File: config.mk
export PLATFORM = sky130hd
export DESIGN_NAME = seq_scan_ctrl
export DESIGN_NICKNAME = d
export VERILOG_FILES = /design/src/rtl/seq_scan_pkg.sv /design/src/rtl/seq_detect_0101.sv /design/src/rtl/seq_scan_ctrl.sv
export SDC_FILE = /design/constraint.sdc
export NUM_CORES = 1
export LEC_CHECK = 0
export ABC_AREA = 1
export ABC_CLOCK_PERIOD_IN_PS = 1700
export CAP_MARGIN = 5
export CORE_ASPECT_RATIO = 2
export CORE_MARGIN = 8
export CORE_UTILIZATION = 52
export CTS_CLUSTER_SIZE = 24
export DETAILED_ROUTE_END_ITERATION = 12
export PLACE_DENSITY = 0.9
export SKIP_LAST_GASP = 1
export SLEW_MARGIN = 0
export SYNTH_ARGS = -nofsm -noshare
export SYNTH_HDL_FRONTEND = slang
export SYNTH_SLANG_ARGS = --single-unit
File: constraint.sdc
create_clock -name clk -period 1.7 [get_ports clk]
set_input_delay 0.17 -clock clk [delete_from_list [all_inputs] [get_ports clk]]
set_output_delay 0.17 -clock clk [all_outputs]
set_load 0.1 [all_outputs]
File: src/rtl/seq_scan_pkg.sv
// Shared encodings for the "0101" scan controller.
package seq_scan_pkg;

  typedef enum logic [1:0] {
    IDLE  = 2'b00,
    SHIFT = 2'b01,
    DONE  = 2'b10
  } state_t;

  localparam logic [3:0] PATTERN = 4'b0101;

endpackage

File: src/rtl/seq_detect_0101.sv
// Mealy overlapping "0101" detector.
//   clk, reset (async, active-high), clr (sync clear), x (serial bit), y (match on this bit)
module seq_detect_0101
  import seq_scan_pkg::*;
(
  input  logic clk,
  input  logic reset,
  input  logic clr,
  input  logic x,
  output logic y
);

  logic [2:0] hist;
  logic [1:0] seen;

  // Three-bit history plus a saturating fill count; the fill count keeps the
  // cleared zeros from posing as real leading bits.
  always_ff @(posedge clk or posedge reset) begin
    if (reset) begin
      hist <= '0;
      seen <= '0;
    end else if (clr) begin
      hist <= '0;
      seen <= '0;
    end else begin
      hist <= {hist[1:0], x};
      if (seen != 2'd3) seen <= seen + 2'd1;
    end
  end

  assign y = (seen == 2'd3) && ({hist, x} == PATTERN);

endmodule

File: src/rtl/seq_scan_ctrl.sv
// Word-to-serial scan controller around the "0101" detector.
//   start/data_in in; busy, done (pulse), found, match_count, first_pos out.
module seq_scan_ctrl
  import seq_scan_pkg::*;
#(
  parameter int WIDTH = 16,
  parameter int CNT_W = 5,
  parameter int POS_W = 4
) (
  input  logic             clk,
  input  logic             reset,
  input  logic             start,
  input  logic [WIDTH-1:0] data_in,
  output logic             busy,
  output logic             done,
  output logic             found,
  output logic [CNT_W-1:0] match_count,
  output logic [POS_W-1:0] first_pos
);

  localparam logic [POS_W-1:0] LAST = POS_W'(WIDTH - 1);

  state_t           state;
  logic [WIDTH-1:0] shreg;
  logic [POS_W-1:0] bit_idx;
  logic             det_clr;
  logic             det_y;

  assign det_clr = (state == IDLE) && start;

  seq_detect_0101 u_det (
    .clk   (clk),
    .reset (reset),
    .clr   (det_clr),
    .x     (shreg[WIDTH-1]),
    .y     (det_y)
  );

  always_ff @(posedge clk or posedge reset) begin
    if (reset) begin
      state       <= IDLE;
      shreg       <= '0;
      bit_idx     <= '0;
      busy        <= 1'b0;
      done        <= 1'b0;
      found       <= 1'b0;
      match_count <= '0;
      first_pos   <= '0;
    end else begin
      case (state)
        IDLE: begin
          done <= 1'b0;
          if (start) begin
            shreg       <= data_in;
            bit_idx     <= '0;
            match_count <= '0;
            found       <= 1'b0;
            first_pos   <= '0;
            busy        <= 1'b1;
            state       <= SHIFT;
          end
        end
        SHIFT: begin
          shreg   <= {shreg[WIDTH-2:0], 1'b0};
          bit_idx <= bit_idx + POS_W'(1);
          if (det_y) begin
            match_count <= match_count + CNT_W'(1);
            if (!found) begin
              found     <= 1'b1;
              first_pos <= bit_idx;
            end
          end
          if (bit_idx == LAST) begin
            busy  <= 1'b0;
            done  <= 1'b1;
            state <= DONE;
          end
        end
        DONE: begin
          done  <= 1'b0;
          state <= IDLE;
        end
        default: state <= IDLE;
      endcase
    end
  end

endmodule

==> results.yml, run 1 <==
timing:
  finalSetupViolations: 0
  fmax_ghz: 0.704
  final_hold_viol_count: 0
  period_share: 0.836
  slew_violations: 0
  relSlewSlack: 0.679
  tns_ns: 0
  finClkSkew_ns: 0.00614
  setup_slack_ns: 0.280
  worst_slew_pin_slew_ns: 0.481
  grt_setup_unrepaired: "no"
  post-route-min-period_ns: 1.42
critical_path:
  cp_cell_sequence: "nand2_2, nand2_2, buf_4, nand2_1, o21ai_1"
  r2r_setup_slack_ns: 0.28
  crit_type: "reg -> reg"
  critPathRequiredTime_ns: 1.88
  cp.buffers_inverters: 1
  startpoint_type: "flop"
  timing.rr.start: "state[0]$_DFFE_PP0P_"
  crit_path_max_incr_delay_ns: 0.41
  cp_slowest_cell: "dfrtp_1"
  end_kind: "flop"
  rr_worst_depth: 5
  rr_endpoint: "shreg[3]$_DFFE_PP0P_"
  arrival_ns: 1.60
  crit_family: "simple AND/OR/NAND/NOR gates"
  critPathMaxFanout: 17
  cp_common_cell: "nand2_2"
detailed_routing:
  detail_route.iter0.violations: 22
  via_per_inst: 4.91
  routedWlPerCell_um: 12.2
  drc: 0
  num_vias: 1553
  antenna_left: 0
  first_pass_iters: 4
  routed_wirelength_mm: 3.87
logic_synthesis:
  syn_inst: 231
  synth_seq_cells: 39
  synth.area.top_cells: "dfrtp_1 53%, nand2_1 14%, o21ai_1 7.9%"
  syn_avg_cell_area_um2: 7.99
  syn-cell-area_um2: 1850
  yosysWarnings: 0
  synth_top_area_cell: "dfrtp_1"
  seq_area_frac_synth: 0.528
  ys_types: 19
  yosys.area.top_type_share: 0.528
  syn_nets: 253
clock_network:
  postCtsSetupBuffers: 0
  cts_hold_buf: 0
  clockRootBuffer: "clkbuf_8"
  clkTransAtPathRegs_ns: 0.07
  numCtsBuffers: 5
  postCtsResizedCells: 0
  cts.sinks: 39
  clk-insertion-delay-late_ns: 0.29
  htree_levels: 2
  cts.path.max_buffers: 2
  cts_tree: "done"
placed_design:
  dp_hpwl_mm: 2.95
  post-place-ws_ns: 0.251
  numPortBuffers: 30
  place_congestion: 0.850
  dpl.cell_count: 308
power:
  p_leak_nw: 1.21
  cellPowerDensity_nw_per_um2: 2020
  power_w: 0.00484
  ir_drop_v: 0.00118
global_route:
  grt-ovfl-total: 0
  grt_pass1_wl_mm: 6.94
  grt_usage: 0.152
  grt_max_degree: 40
  grt_pass1_vias: 1686
  antenna_found_initial: 0
floorplan:
  pin_count: 31
  initial_core_util: 0.541
  num_rows: 30
  fp.dieH_um: 100
  dieWidth_um: 58.1
  core-area_um2: 3420
  die-area_um2: 5830
layout:
  post_route_cells_drive_above_1_share: 0.127
  antenna_cells: 0
  stdcell_count: 316
  syn2layout_area_growth_pct: 29.7
  fin_nets: 289
min_path:
  holdCritPathClass: "in -> async"
flow_run:
  maxCapViolCount: 0
outcome:
  status: "finished clean"
-- cell usage after synthesis, drive strengths merged --
library cell and instances:
buf 8, dfrtp 39, ha 3, inv 34, nand2 71, nand3 17
nor2 19, o211ai 3, o21ai 32, o22ai 1, xnor2 2, xor2 2
-- power breakdown --
part | switching [W] | internal, W
Combinational | 0.00173 | 0.000922
Sequential | 0.000262 | 0.00133
Clock | 0.000307 | 0.000288
Total | 0.00230 | 0.00254
-- how the worst max path moves through the flow --
| stage | startpoint | end | slack, ns | depth (start not counted) |
|---|---|---|---|---|
| final | state[0]$_DFFE_PP0P_ | shreg[3]$_DFFE_PP0P_ | 0.28 | 5 |
| after global routing | state[0]$_DFFE_PP0P_ | shreg[5]$_DFFE_PP0P_ | 0.14 | 5 |
| after CTS | state[0]$_DFFE_PP0P_ | shreg[5]$_DFFE_PP0P_ | 0.26 | 5 |
| after detailed placement | start | first_pos[2]$_DFFE_PP0P_ | 0.25 | 7 |
| after global placement | start | first_pos[2]$_DFFE_PP0P_ | 0.31 | 7 |
| after floorplan | match_count[2]$_DFFE_PP0P_ | match_count[4]$_DFFE_PP0P_ | 0.17 | 5 |
-- logic make-up after synthesis --
logic type | count (synthesis) | synth area share
fa+ha+maj | 3 | 0.0203
buf+inv | 42 | 0.0921
simple gates | 107 | 0.236
compound gates | 36 | 0.104
xor+xnor | 4 | 0.0190
flops | 39 | 0.528
-- registers in the layout, indices dropped and copies added (netlist names) --
name	cells
shreg	16
match_count	5
bit_idx	4
first_pos	4
u_det.hist	3
state	2
u_det.seen	2
busy	1
done	1
found	1
-- metrics by stage --
stage               hold WS [ns]  utilization  area [um^2]
floorplan                  0.297            -         1850
global placement           0.466        0.678         2310
detailed placement         0.468        0.678         2310
CTS                        0.299        0.701         2400
global route               0.357        0.701         2400
finish                     0.281        0.701         2400
-- worst reg2reg max path, delay by kind of cell, from the launching register on --
| kind | cells | cell delay, ns |
|---|---|---|
| simple gates | 3 | 0.60 |
| flops | 1 | 0.41 |
| buf+inv | 1 | 0.23 |
| compound gates | 1 | 0.06 |
-- cell usage in the layout (no fill, tap or decap) --
cell,count
o21ai_1,29
clkdlybuf4s50_1,18
nor2_2,1
o211ai_1,3
dfrtp_2,2
nand2_2,2
nand3_2,1
ha_1,3
xor2_1,2
clkbuf_8,5
o21ai_0,2
inv_1,32
clkinv_2,1
buf_12,10
nand2_1,69
o21ai_2,1
clkbuf_1,2
o22ai_1,1
inv_2,2
nor2_1,18
xnor2_1,2
nand3_1,16
dfrtp_1,37
buf_4,9
-- area by class of cell --
cell class | count | area (um^2)
clock buffers | 7 | 76.3
clock inverters | 1 | 5.00
fillers | 263 | 1020
inverters | 34 | 128
multi-input cells | 150 | 701
flip-flops and latches | 39 | 978
well taps | 48 | 60.1
repair buffers | 37 | 448
-- per-layer routing --
| metal | GRT usage | wire [um] | up-vias |
|---|---|---|---|
| li1 | - | - | 786 |
| met2 | 0.272 | 2150 | 30 |
| met4 | 0.0856 | 82 | 0 |
| met1 | 0.149 | 1500 | 731 |
| met5 | 0 | 0 | - |
| met3 | 0.0397 | 142 | 6 |
No activity file was read; power rests on OpenSTA's default activity.
==> run 2: changes to the inputs <==
--- a/config.mk
+++ b/config.mk
@@ -6,14 +6,14 @@
 export NUM_CORES = 1
 export LEC_CHECK = 0
 export ABC_AREA = 1
-export ABC_CLOCK_PERIOD_IN_PS = 1700
+export ABC_CLOCK_PERIOD_IN_PS = 1300
 export CAP_MARGIN = 5
 export CORE_ASPECT_RATIO = 2
 export CORE_MARGIN = 8
-export CORE_UTILIZATION = 52
+export CORE_UTILIZATION = 47
 export CTS_CLUSTER_SIZE = 24
 export DETAILED_ROUTE_END_ITERATION = 12
-export PLACE_DENSITY = 0.9
+export PLACE_DENSITY = 0.87
 export SKIP_LAST_GASP = 1
 export SLEW_MARGIN = 0
 export SYNTH_ARGS = -nofsm -noshare
==> constraint.sdc (replaced) <==
create_clock -name clk -period 1.3 [get_ports clk]
set_input_delay 0.13 -clock clk [delete_from_list [all_inputs] [get_ports clk]]
set_output_delay 0.13 -clock clk [all_outputs]
set_load 0.1 [all_outputs]
==> run 2 against run 1 <==
- die area is 8.3% higher
- clock-buffer cell count is 1 higher
- critical path type unchanged
- global-route usage fell by 0.75 points
- sequential power grew 33%
- fmax grew 12%
- final cell count rose by 4.7%
==> results.yml, run 2 (synthesis gave the netlist of run 1 again) <==
outcome:
  status: "finished clean"
global_route:
  grt_usage: 0.144
  grt-ovfl-total: 0
  grt_max_degree: 35
  grt_util_met2: 0.255
  grt_pass1_vias: 1673
  antenna_found_initial: 0
  met3_usage: 0.0369
  grt_use_met1: 0.144
  grt_pass1_wl_mm: 6.97
  top_usage_layer: "met2"
detailed_routing:
  first_pass_iters: 4
  detail_route.iter0.violations: 36
  routedWlPerCell_um: 12.8
  antenna_left: 0
  drc: 0
  via_per_inst: 4.89
  num_vias: 1619
  routed_wirelength_mm: 4.23
timing:
  slew_violations: 0
  fmax_ghz: 0.791
  tns_ns: 0
  worst_slew_pin_slew_ns: 0.271
  post-route-min-period_ns: 1.26
  final_hold_viol_count: 0
  relSlewSlack: 0.819
  finalSetupViolations: 0
  grt_setup_unrepaired: "yes"
  finClkSkew_ns: 0.00467
  period_share: 0.973
critical_path:
  critPathMaxFanout: 11
  crit_type: "reg -> reg"
  arrival_ns: 1.50
  end_kind: "flop"
  critPathRequiredTime_ns: 1.53
  startpoint_type: "flop"
floorplan:
  die-area_um2: 6310
  dieWidth_um: 60.3
  core-area_um2: 3800
  num_rows: 32
  pin_count: 31
  initial_core_util: 0.486
  fp.dieH_um: 105
layout:
  layout_common_cells: "66 x nand2_1, 33 x dfrtp_1, 31 x inv_1"
  largest_reg_flops: 16
  top_register: "shreg"
  final_util: 0.695
  antenna_cells: 0
  post_route_cells_drive_above_1_share: 0.214
  syn2layout_area_growth_pct: 43.2
  final_area_um2: 2650
  layout_commonest_cell: "nand2_1"
  top_regs: "shreg x16, match_count x5"
  fin_nets: 301
clock_network:
  clk-insertion-delay-late_ns: 0.29
  clockRootBuffer: "clkbuf_8"
  numCtsBuffers: 5
  cts_tree: "done"
  clkTransAtPathRegs_ns: 0.07
  cts.sinks: 39
  cts.path.max_buffers: 2
  htree_levels: 2
power:
  power_w: 0.00706
  p_leak_nw: 1.30
  cellPowerDensity_nw_per_um2: 2670
  ir_drop_v: 0.00175
placed_design:
  dp_hpwl_mm: 2.99
  place_area_um2: 2440
  numPortBuffers: 30
  place_congestion: 0.833
min_path:
  holdCritPathClass: "in -> async"
flow_run:
  maxCapViolCount: 0
==> run 2: changes by cell type in the layout (fill, tap and decap cells not counted), sizes merged <==
cell    change
clkinv      -1
buf        +12
clkbuf      +1
==> run 2: worst max-delay path: stages, from the launching register on <==
cell and delay [ns]:
dfrtp_2 0.44, inv_2 0.10, nand3_2 0.11, buf_6 0.17, o21ai_4 0.08, buf_4 0.15, nand3_1 0.08, nand2_1 0.07
==> run 2: path summary, 6_finish.rpt <==
check,from,cells after the start,slack (ns),endpoint
setup / recovery,state[0]$_DFFE_PP0P_,7,0.04,first_pos[1]$_DFFE_PP0P_
hold / removal,reset,2,0.06,shreg[7]$_DFFE_PP0P_
setup reg to reg,state[0]$_DFFE_PP0P_,7,0.04,first_pos[1]$_DFFE_PP0P_
hold reg to reg,u_det.hist[1]$_DFF_PP0_,2,0.51,u_det.hist[2]$_DFF_PP0_
max in group asynchronous,reset,3,0.76,match_count[0]$_DFFE_PP0P_
min in group clk,data_in[0],3,0.38,shreg[0]$_DFFE_PP0P_
==> run 2: metal layers <==
| layer | up-vias | share of wire |
|---|---|---|
| met5 | - | 0 |
| met4 | 0 | 0.032 |
| met3 | 10 | 0.040 |
| met2 | 37 | 0.56 |
| met1 | 761 | 0.37 |
| li1 | 811 | - |
==> run 2: power breakdown <==
group,internal [W],switching [W],total (W)
Sequential,0.00176,0.000367,0.00212
Combinational,0.00160,0.00246,0.00406
Clock,0.000484,0.000391,0.000875
==> run 2: area by class of cell <==
type	count	area, um^2
multi-input combinational	150	773
timing repair buffer	49	592
inverter	34	128
tap	51	63.8
sequential	39	988
fill	283	1160
clock buffer	8	100
==> run 2: through the flow <==
stage                     std cells  hold slack (ns)  setup WS [ns]
after floorplan                 231            0.257         -0.122
after detailed placement        319            0.382        -0.0352
after global routing            331            0.101        -0.0734
final                           331           0.0632         0.0354
after global placement          319            0.383        0.00828
after CTS                       327           0.0705        0.00765
==> run 2: what timing repair did <==
action / 4_1_cts / 5_1_grt
pin swaps: 0 / 7
setup endpoints to repair: 7 / 24
hold buffers: 0 / 0
setup buffers: 0 / 4
resized for setup: 2 / 17
